<file path="config.mk">
export PLATFORM = sky130hd
export DESIGN_NAME = p2s_conv_4x1
export DESIGN_NICKNAME = d
export VERILOG_FILES = /design/src/rtl/p2s_pkg.sv /design/src/rtl/p2s_if.sv /design/src/rtl/p2s_in_buf.sv /design/src/rtl/p2s_conv_4x1.sv
export SDC_FILE = /design/constraint.sdc
export NUM_CORES = 1
export LEC_CHECK = 0
export ABC_AREA = 1
export CORE_AREA = 2 2 39 41
export DETAILED_ROUTE_END_ITERATION = 10
export DIE_AREA = 0 0 41 43
export DONT_BUFFER_PORTS = 1
export GPL_ROUTABILITY_DRIVEN = 0
export PLACE_DENSITY = 0.58
export SYNTH_ARGS = -nofsm -noshare
export SYNTH_HDL_FRONTEND = slang
export SYNTH_SLANG_ARGS = --single-unit
</file>
<file path="constraint.sdc">
create_clock -name iclk -period 1.1 [get_ports iclk]
set_input_delay 0.11 -clock iclk [delete_from_list [all_inputs] [get_ports iclk]]
set_output_delay 0.11 -clock iclk [all_outputs]
set_load 0.01 [all_outputs]
</file>
<file path="src/rtl/p2s_pkg.sv">
// p2s_conv_4x1 shared types: nibble/counter widths and shifter state.
// Optional input buffer is selected with P2S_IN_BUF_EN.
package p2s_pkg;

    localparam int NIB_W = 4;
    localparam int CNT_W = 2;

    localparam logic [CNT_W-1:0] LAST_BIT = CNT_W'(NIB_W - 1);

    typedef enum logic {
        IDLE,
        SHIFT
    } p2s_state_t;

endpackage

</file>
<file path="src/rtl/p2s_if.sv">
// Nibble stream bundle: data + sop with valid/req handshake.
// A nibble transfers on val & req.
interface p2s_if
    import p2s_pkg::*;
();

    logic [NIB_W-1:0] dat;
    logic             sop;
    logic             val;
    logic             req;

    modport master (output dat, output sop, output val, input req);
    modport slave  (input dat, input sop, input val, output req);

endinterface

</file>
<file path="src/rtl/p2s_in_buf.sv">
// One-entry nibble buffer; req is a registered "empty" so the
// upstream side has no combinational path from downstream req.
module p2s_in_buf
    import p2s_pkg::*;
(
    input logic clk,
    input logic rst_n,
    p2s_if.slave  up,
    p2s_if.master dn
);

    logic [NIB_W-1:0] data;
    logic             sop;
    logic             full;
    logic             rdy;
    logic             push;
    logic             pop;
    logic             full_nxt;

    assign push     = up.val & rdy;
    assign pop      = full & dn.req;
    assign full_nxt = push | (full & ~pop);

    assign up.req = rdy;
    assign dn.val = full;
    assign dn.dat = data;
    assign dn.sop = sop;

    // rdy stays low through reset and rises on the first clock after
    always_ff @(posedge clk or negedge rst_n) begin
        if (!rst_n) begin
            data <= '0;
            sop  <= 1'b0;
            full <= 1'b0;
            rdy  <= 1'b0;
        end else begin
            full <= full_nxt;
            rdy  <= ~full_nxt;
            if (push) begin
                data <= up.dat;
                sop  <= up.sop;
            end
        end
    end

endmodule

</file>
<file path="src/rtl/p2s_conv_4x1.sv">
// 4-bit parallel to serial converter, LSB first, SOP on first bit.
// Define P2S_IN_BUF_EN to put a one-entry buffer ahead of the shifter.
module p2s_conv_4x1
    import p2s_pkg::*;
(
    input  logic             iclk,
    input  logic             irst,
    input  logic [NIB_W-1:0] idat,
    input  logic             isop,
    input  logic             ival,
    output logic             oreq,
    input  logic             ireq,
    output logic             oval,
    output logic             osop,
    output logic             odat
);

    logic [NIB_W-1:0] nib_dat;
    logic             nib_sop;
    logic             nib_val;
    logic             nib_req;

`ifdef P2S_IN_BUF_EN
    p2s_if up_if ();
    p2s_if sh_if ();

    assign up_if.dat = idat;
    assign up_if.sop = isop;
    assign up_if.val = ival;
    assign oreq      = up_if.req;

    assign nib_dat   = sh_if.dat;
    assign nib_sop   = sh_if.sop;
    assign nib_val   = sh_if.val;
    assign sh_if.req = nib_req;

    p2s_in_buf u_buf (
        .clk   (iclk),
        .rst_n (irst),
        .up    (up_if.slave),
        .dn    (sh_if.master)
    );
`else
    assign nib_dat = idat;
    assign nib_sop = isop;
    assign nib_val = ival;
    assign oreq    = nib_req;
`endif

    p2s_state_t       state;
    logic [NIB_W-1:0] shreg;
    logic [CNT_W-1:0] bit_cnt;
    logic             sop_q;
    logic             last;
    logic             load;

    assign last    = (bit_cnt == LAST_BIT);
    assign nib_req = (state == IDLE) |
                     ((state == SHIFT) & last & ireq);
    assign load    = nib_val & nib_req;

    assign odat = shreg[0];
    assign oval = (state == SHIFT);
    assign osop = oval & sop_q & (bit_cnt == '0);

    // a new nibble may replace the last bit in the same cycle
    always_ff @(posedge iclk or negedge irst) begin
        if (!irst) begin
            state   <= IDLE;
            shreg   <= '0;
            bit_cnt <= '0;
            sop_q   <= 1'b0;
        end else if (load) begin
            state   <= SHIFT;
            shreg   <= nib_dat;
            bit_cnt <= '0;
            sop_q   <= nib_sop;
        end else if ((state == SHIFT) && ireq) begin
            if (last) begin
                state <= IDLE;
            end else begin
                shreg   <= {1'b0, shreg[NIB_W-1:1]};
                bit_cnt <= bit_cnt + CNT_W'(1);
            end
        end
    end

endmodule

</file>
* After elaboration in Yosys (flattened, before gate mapping) *
Index checks and enable logic that the tools add are counted.

cells by class
  add/subtract/negate cells = 1
  multiplexer cells = 9
  reduce and logical (&&, ||, !) cells = 6
  equality and inequality tests = 2
  bitwise operators = 7

operators by type and width
  kind                                                              number
  4-bit 2-to-1 mux                                                  3
  2-bit 2-to-1 mux                                                  3
  1-bit AND                                                         5
  2-bit AND reduction                                               2
  2-bit nonzero test                                                2
  1-bit 2-to-1 mux                                                  3
  2-bit by 1-bit adder with 2-bit output (second input constant)    1
  2-bit == test (second input constant)                             1
  2-bit zero test                                                   1
  2-bit by 1-bit != test with 1-bit output (second input constant)  1
  1-bit logical AND                                                 1
  1-bit inverter                                                    1
  1-bit OR                                                          1

word-level totals
  register bits after elaboration = 8
  output and inout bits = 4
  input port bits = 9

* Longest topological paths before layout *
Gate-level depths: netlist (run 1).

  word-level depth = 7
  gate-level depth with buffers = 7
  depth with buffers taken out = 7

* Worst setup path before layout (run 1) *
Ideal clock, no wire load.

  kind = reg-to-reg
  start point = register bit_cnt[0]
  end point = register bit_cnt[1]
  period minus slack after synthesis = 1127 ps
  data arrival time = 1010 ps
  cell stages (with the launch flop) = 8
  setup slack = -27 ps
  path through = dfrtp_1 ha_1 inv_1 nand2_1 nand2_1 nand2_2 nand2_1 o21ai_2

between the ends
  longest elaborated chain between the ends = 7
  elaborated cells between the ends (all ways) = 12
  those cells by class = add/sub (1); eq/ne (2); mux (3); bitwise (4); reduce/logical (2)

RTL lines
  element                                                                                          RTL line            RTL
  start, declared                                                                                  p2s_conv_4x1.sv:52  logic [CNT_W-1:0] bit_cnt;
  start signal, assigned                                                                           p2s_conv_4x1.sv:83  bit_cnt <= bit_cnt + CNT_W'(1);
  2-bit == test                                                                                    p2s_conv_4x1.sv:57  assign last = (bit_cnt == LAST_BIT);
  1-bit AND (2 in series)                                                                          p2s_conv_4x1.sv:59  ((state == SHIFT) & last & ireq);
  1-bit OR                                                                                         p2s_conv_4x1.sv:58  assign nib_req = (state == IDLE) |
  1-bit AND                                                                                        p2s_conv_4x1.sv:60  assign load = nib_val & nib_req;
  2-bit by 1-bit != test with 1-bit output (no line) / 2-bit nonzero test (equally long branches)  --
  2-bit AND reduction (no line)                                                                    --

Parallel ways exist; a longest one is shown, timed or not. The select of a mux whose other input is x is not followed.
A chain may end at the register's enable or synchronous reset.

* Final worst setup path (run 1) *
  start point = register bit_cnt[0]
  end point = output osop

between the ends
  longest elaborated chain between the ends = 2

RTL lines
  element          RTL line            RTL
  2-bit zero test  p2s_conv_4x1.sv:64  assign osop = oval & sop_q & (bit_cnt == '0);
  1-bit AND        p2s_conv_4x1.sv:64
  end, declared    p2s_conv_4x1.sv:14  output logic osop,

No other way between the ends.

==> out/qor.yml, run 1 <==
status:
  outcome: "finished with violations"
  violations: "setup timing"
cells_and_area:
  area_growth_pct: 52.0
  final_cells: 81
  drive_above_1_share_pct: 41.5
  multi_input_area_sq_um: 225
  seq_area_sq_um: 201
  final_area_sq_um: 633
  layout.nets: 78
  fill_cells: 146
  n_antenna_cell: 0
global_routing:
  grt_max_degree: 10
  top_usage_layer: "met2"
  use_met2_pct: 17.8
  grt_pass1_vias: 368
  grt_overflow: 0
  grt_use_met1_pct: 16.8
  grt.total_usage_pct: 13.8
  grt_pass1_wl_mm: 1.56
  grtUsageMet3_pct: 5.24
  antenna_found_initial: 0
placement:
  dp_slack_ps: -54.5
  io_buffers: 0
  dp_hpwl_um: 659
  place_inst: 68
  place_area_sq_um: 459
power:
  switchingPower_mw: 0.524
  intPower_mw: 0.922
  p_comb_share_pct: 49.7
  powerDensity_mw_per_mm2: 2280
  total_leakage_power_nw: 0.304
  p_clk_share_pct: 15.2
  max-vdd-ir-drop_uv: 706
  power_frac_seq_pct: 35.0
  swShare_pct: 36.2
sta:
  finalCriticalPeriod_ps: 1260
  rsz0062_at_grt: "yes"
  finalSetupViolations: 8
  timing.fmax_mhz: 796
  slew_viol_final: 0
  hold_violations: 0
  relSlewSlack_pct: 75.2
  setup_slack_ps: -157
  worst_slew_pin_slew_ps: 371
  finalCritPeriodShare_pct: 114
  worst_clock_skew_ps: 1.91
min_path:
  hp-class: "input pin to register"
  hold_end: "sop_q"
  hold_depth: 3
  min_from: "ival"
synthesis:
  synth_nets: 60
  synth-seq-cells: 8
  synth-seq-area-share_pct: 48.0
  synthCells: 49
  ys.warnings.count: 0
  synth_compound_area_share_pct: 3.30
  synthXorXnorAreaFrac_pct: 0
  yosys.area_share.adder_pct: 6.01
  synth_area_sq_um: 417
  muxShareOfSynthArea_pct: 0
  syn_area_per_cell_sq_um: 8.50
  synth_top_family_by_area: "simple AND/OR/NAND/NOR gates"
  ys_types: 13
  synthSimpleGateAreaFrac_pct: 35.4
routing:
  routed_wl_um: 981
  final_antenna_net_count: 0
  via_count: 388
  routedWlPerCell_um: 12.1
  drcViolationCount: 0
  drt-vias-per-instance: 4.79
  drt_iter0_markers: 2
  dr.pass1.iters: 3
critical_path:
  rrSetupSlack_ps: -110
  timing.rr.end: "shreg[2]"
  max_stage_delay_ps: 420
  crit_chain: "buf_6, inv_4, ha_4, and3_4"
  end_kind: "primary output"
  cp_slowest_cell: "dfrtp_1"
  r2r.worst_path.cells: 8
  reg2reg_from: "bit_cnt[0]"
  critPathRequiredTime_ps: 990
  critPathKind: "register to primary output"
  crit_fanout: 2
  start_kind: "register"
  worstPathArrival_ps: 1150
clocking:
  clk_path_buf_depth: 2
  path_clk_slew_ps: 50
  root_buffer: "clkbuf_4"
  cts.sinks: 8
  cts_htree_levels: 1
  tritoncts: "built"
  numCtsBuffers: 3
  clk_latency_ps: 250
die:
  die_w_um: 41
  ios: 13
  die_area_sq_mm: 0.00176
  rows: 14
  die_h_um: 43
  initial_core_util_pct: 30.1
  coreArea_sq_mm: 0.00138
run:
  drv_cap: 0
## registers in the layout, summed over array words and instances, names as in the netlist
signal / cells
shreg: 4
bit_cnt: 2
oval: 1
sop_q: 1
## power groups by stage
stage / clock network [mW] / registers (mW) / logic, mW
floorplan: 0 / 0.470 / 0.312
global placement: 0 / 0.491 / 0.420
detailed placement: 0 / 0.492 / 0.438
CTS: 0.228 / 0.490 / 0.704
global route: 0.251 / 0.521 / 0.808
finish: 0.220 / 0.507 / 0.719
## critical path: cells and delay by family, from the launching register on
family,cells,cell delay [ps]
and+or+nand+nor,1,190
DFF,1,420
buffers and inverters,2,180
adders and majority gates,1,110
## worst max-delay path by stage
stage,start,to,slack (ps),depth (start not counted)
final,bit_cnt[0],osop,-160,4
after global routing,bit_cnt[0],osop,-200,4
after CTS,bit_cnt[0],osop,-130,4
after detailed placement,bit_cnt[1],bit_cnt[1],-50,7
after global placement,bit_cnt[1],bit_cnt[1],-10,7
after floorplan,bit_cnt[0],bit_cnt[1],1,7
## what timing repair did
action	4_1_cts	5_1_grt
endpoints found under the hold margin	10	1
buffers inserted	5	0
hold buffers	3	2
pin swaps	4	4
endpoints found under the setup margin	8	10
gates resized for setup	14	4
## cell type report
| class | count | area share, % |
|---|---|---|
| flip-flops and latches | 8 | 31.8 |
| inverters | 6 | 4.35 |
| repair buffers | 14 | 21.5 |
| well taps | 16 | 3.16 |
| clock buffers | 3 | 3.56 |
| multi-input cells | 34 | 35.6 |
## cells in the final DEF, fill, tap and decap left out, drive strengths merged
| cell type | count |
|---|---|
| nand3 | 9 |
| nand2 | 17 |
| o21ai | 2 |
| nand4 | 3 |
| clkbuf | 3 |
| dfrtp | 8 |
| ha | 2 |
| and3 | 1 |
| dlygate4sd3 | 5 |
| inv | 6 |
| buf | 9 |
## layer usage
metal	share of wire, %	wire (um)
met1	48	470
met2	43	418
met3	5.5	54
met4	3.9	38
met5	0	0
## stage by stage
step	utilization [%]	total power [mW]	setup TNS [ps]	hold slack [ps]
5_1_grt	45.8	1.58	-1370	25.9
3_3_place_gp	33.2	0.912	-33.7	-185
6_report	45.8	1.45	-814	13.9
2_1_floorplan	-	0.782	0	-186
3_5_place_dp	33.2	0.930	-217	-185
4_1_cts	42.9	1.42	-865	2.11
## logic make-up (layout without fill, tap and decap cells)
kind of cell,count (synthesis),after routing
simple gates,30,30
flops,8,8
buf+inv,7,23
fa+ha+maj,2,2
compound gates,2,2
## cell usage after synthesis
library cell  number  area share [%]
ha_1               2             6.0
nand2_4            1             2.7
dfrtp_1            8              48
inv_2              1            0.90
nand2_2            2             3.0
nand4_1            3             4.5
o21ai_1            1             1.2
nand2_1           14              13
inv_1              5             4.5
buf_4              1             1.8
nand3_1            9              11
and3_2             1             1.8
o21ai_2            1             2.1
(Power assumes the default switching activity.)
==> run 2: changes to the inputs <==
Settings changed: PLACE_DENSITY 0.58 to 0.56.
Clock period 1.1 ns to 1.25 ns, I/O delays scaled along.
==> out/qor.yml, run 2 (synthesized netlist as in run 1, its figures left out) <==
sta:
  worst_slew_pin_slew_ps: 372
  hold_violations: 0
  finalSetupViolations: 0
  finalCritPeriodShare_pct: 96.3
  timing.fmax_mhz: 831
  finalCriticalPeriod_ps: 1200
  rsz0062_at_grt: "yes"
  slew_viol_final: 0
  setup_slack_ps: 46.6
  worst_clock_skew_ps: 10.2
  relSlewSlack_pct: 75.1
  tns_ps: 0
critical_path:
  r2r.worst_path.cells: 7
  reg2reg_from: "bit_cnt[0]"
  critPathTopFamily: "flip-flops"
  start_kind: "register"
  cp_slowest_cell: "dfrtp_1"
  crit_fanout: 4
  worstPathArrival_ps: 1080
  critPathKind: "register to primary output"
  end_kind: "primary output"
  rrSetupSlack_ps: 80
  max_stage_delay_ps: 410
  crit_chain: "inv_1, ha_2, and3_4"
  critPathRequiredTime_ps: 1120
  crit_buf_inv: 1
  timing.rr.end: "shreg[2]"
placement:
  io_buffers: 0
  place_inst: 66
  dp_hpwl_um: 624
  dp_slack_ps: 70.3
routing:
  final_antenna_net_count: 0
  via_count: 348
  dr.pass1.iters: 4
  routedWlPerCell_um: 12.1
  drcViolationCount: 0
  drt-vias-per-instance: 4.90
  drt_iter0_markers: 5
  routed_wl_um: 861
cells_and_area:
  layout.nets: 68
  final_cell_mix: "nand2_1 (13), nand3_1 (8), dfrtp_1 (8), inv_1 (4)"
  utilization_pct: 36.3
  area_growth_pct: 20.7
  largest_reg_flops: 4
  n_antenna_cell: 0
  drive_above_1_share_pct: 29.1
  regMostFlops: "shreg"
  fill_cells: 141
  final_common_cell: "nand2_1"
  final_cells: 71
  reg_top3: "shreg x4, bit_cnt x2"
clocking:
  cts.sinks: 8
  clk_latency_ps: 250
  post_cts_buffers: 0
  root_buffer: "clkbuf_4"
  path_clk_slew_ps: 60
  tritoncts: "built"
  numCtsBuffers: 3
  clk_path_buf_depth: 2
  cts_htree_levels: 1
min_path:
  min_from: "isop"
  hold_depth: 2
  hold_end: "sop_q"
  hp-class: "input pin to register"
global_routing:
  grt_overflow: 0
  antenna_found_initial: 0
  grt.total_usage_pct: 11.4
  grt_pass1_wl_mm: 1.31
  grt_pass1_vias: 314
  grt_max_degree: 10
die:
  coreArea_sq_mm: 0.00138
  ios: 13
  die_area_sq_mm: 0.00176
  rows: 14
  die_h_um: 43
  initial_core_util_pct: 30.1
  die_w_um: 41
power:
  powerDensity_mw_per_mm2: 1980
  max-vdd-ir-drop_uv: 737
  total_leakage_power_nw: 0.255
run:
  drv_cap: 0
status:
  outcome: "finished, final reports clean"
run 2: how the worst max path moves through the flow:
stage | to | start | depth (start not counted)
CTS | osop | bit_cnt[0] | 3
floorplan | bit_cnt[1] | bit_cnt[0] | 7
global route | osop | bit_cnt[0] | 3
detailed placement | shreg[0] | bit_cnt[0] | 7
global placement | shreg[2] | bit_cnt[0] | 7
finish | osop | bit_cnt[0] | 3
run 2: routing by layer:
layer	wire length (um)	GRT usage, %
met1	396	16.8
met2	342	12.2
met3	101	7.33
met4	21	6.00
met5	0	0
run 2: area by class of cell:
type	count	area, sq um	area share, %
Multi-Input combinational cell	34	203	40.3
Inverter	6	22.5	4.48
Timing Repair Buffer	4	35.0	6.97
Clock buffer	3	22.5	4.48
Tap cell	16	20.0	3.98
Sequential cell	8	200	39.8
run 2: power by group:
| part | internal (mW) | switching (mW) |
|---|---|---|
| logic | 0.160 | 0.199 |
| clock network | 0.110 | 0.0844 |
| registers | 0.356 | 0.0871 |
run 2: worst register-to-register path: cells and delay by family (launching register included):
| kind | cells | cell delay, ps |
|---|---|---|
| adder cells (fa/ha/maj) | 1 | 200 |
| buffers and inverters | 1 | 50 |
| AND/OR/NAND/NOR | 5 | 370 |
| flip-flops | 1 | 410 |
run 2: metrics by stage:
stage          hold WS (ps)  total power, mW  cell area (sq um)
2_1_floorplan          -171            0.684                417
3_3_place_gp           -170            0.753                444
3_5_place_dp           -170            0.766                444
4_1_cts                20.3            0.987                490
5_1_grt                29.2             1.09                503
6_report               24.1            0.995                503
run 2: repair_timing:
item,CTS,global route
endpoints found under the hold margin,9,0
gates resized for setup,1,5
hold buffers,2,0
pin swaps,0,5
setup endpoints to repair,1,7
==> run 3: changes to the inputs <==
Settings changed: CORE_AREA 2 2 39 41 to 5 5 42 44, DIE_AREA 0 0 41 43 to 0 0 47 49, PLACE_DENSITY 0.56 to 0.58.
Clock period 1.25 ns to 1.1 ns, I/O delays scaled along.
==> out/qor.yml, run 3 (synthesized netlist as in run 1, its figures left out) <==
routing:
  routed_wl_um: 992
  routedWlPerCell_um: 12.6
  drt_iter0_markers: 13
  final_antenna_net_count: 0
  dr.pass1.iters: 4
  via_count: 373
  drt-vias-per-instance: 4.72
  drcViolationCount: 0
placement:
  io_buffers: 0
  place_inst: 69
  dp_hpwl_um: 628
global_routing:
  grt_pass1_vias: 352
  grt_max_degree: 10
  grt_pass1_wl_mm: 1.68
  antenna_found_initial: 0
  grt_overflow: 0
  grt.total_usage_pct: 10.4
power:
  p_clk_share_pct: 15.2
  intPower_mw: 0.927
  swShare_pct: 36.3
  powerDensity_mw_per_mm2: 2360
  max-vdd-ir-drop_uv: 1000
  power_frac_seq_pct: 34.1
  total_leakage_power_nw: 0.300
  p_comb_share_pct: 50.7
  switchingPower_mw: 0.529
clocking:
  clk_path_buf_depth: 2
  numCtsBuffers: 3
  cts.sinks: 8
  clk_latency_ps: 250
  root_buffer: "clkbuf_4"
  cts_htree_levels: 1
  tritoncts: "built"
  path_clk_slew_ps: 60
sta:
  setup_slack_ps: -133
  rsz0062_at_grt: "yes"
  finalCritPeriodShare_pct: 112
  worst_slew_pin_slew_ps: 377
  finalCriticalPeriod_ps: 1230
  relSlewSlack_pct: 74.8
  slew_viol_final: 0
  worst_clock_skew_ps: 6.28
  hold_violations: 0
  timing.fmax_mhz: 811
  hold-worst-slack_ps: 15.9
  finalSetupViolations: 8
die:
  die_w_um: 47
  ios: 13
  initial_core_util_pct: 29.7
  coreArea_sq_mm: 0.00140
  die_area_sq_mm: 0.00230
  die_h_um: 49
  rows: 14
cells_and_area:
  final_cell_mix: "nand2_1 (9), nand3_1 (8), dfrtp_1 (7), nand2_2 (6), buf_6 (5)"
  n_antenna_cell: 0
  utilization_pct: 44.1
  final_cells: 79
  drive_above_1_share_pct: 47.6
  fill_cells: 139
  area_growth_pct: 48.3
  regMostFlops: "shreg"
  seq_area_sq_um: 201
  multi_input_area_sq_um: 228
  largest_reg_flops: 4
  final_common_cell: "nand2_1"
  reg_top3: "shreg x4, bit_cnt x2"
  layout.nets: 76
critical_path:
  critPathTopFamily: "flip-flops"
  cp_slowest_cell: "dfrtp_1"
  start_kind: "register"
  crit_chain: "buf_6, inv_4, ha_4, and3_4"
  crit_buf_inv: 2
  end_kind: "primary output"
  max_stage_delay_ps: 400
  critPathKind: "register to primary output"
  worstPathArrival_ps: 1120
  critPathRequiredTime_ps: 990
  crit_fanout: 2
status:
  violations: "setup timing"
  outcome: "finished with violations"
run:
  drv_cap: 0
min_path:
  hp-class: "input pin to register"
[run 3: what timing repair did]
item                       CTS  global route
setup buffers                3             1
hold endpoints to repair    10             0
pin swaps                    3             1
hold buffers                 3             0
resized for setup           14             8
setup endpoints to repair    8             9
[run 3: cell type report]
cell class              instances  area share (%)
clock buffers                   3            3.64
flip-flops and latches          8            32.6
repair buffers                 12            18.8
well taps                      16            3.24
inverters                       6            4.86
multi-input cells              34            36.8
[run 3: final timing paths]
path,from,cells after the start,end,slack [ps]
worst max register to register,bit_cnt[0],8,shreg[2],-110
worst max-delay path,bit_cnt[0],4,osop,-130
min in group asynchronous,irst,1,shreg[0],210
worst min register to register,sop_q,2,sop_q,470
worst min-delay path,ival,2,shreg[1],20
max in group asynchronous,irst,1,oval,600
[run 3: metrics by stage]
stage	worst slack, ps	power (mW)	TNS (ps)	cell area, sq um
3_3_place_gp	-31.0	0.924	-124	467
6_report	-133	1.46	-765	618
5_1_grt	-196	1.59	-1380	618
4_1_cts	-141	1.39	-902	586
3_5_place_dp	-57.4	0.941	-271	467
2_1_floorplan	1.01	0.782	0	417
[run 3: power groups by stage]
stage	combinational [mW]	sequential (mW)	clock, mW
finish	0.738	0.497	0.221
global route	0.818	0.515	0.260
CTS	0.662	0.493	0.231
detailed placement	0.455	0.486	0
global placement	0.442	0.482	0
floorplan	0.312	0.470	0
[run 3: metal layers]
metal	routed length (um)	GRT usage, %	up-vias
met4	0	2.76	0
met2	468	13.3	17
met1	424	13.8	166
met5	0	0	-
met3	100	7.75	0
li1	-	-	190
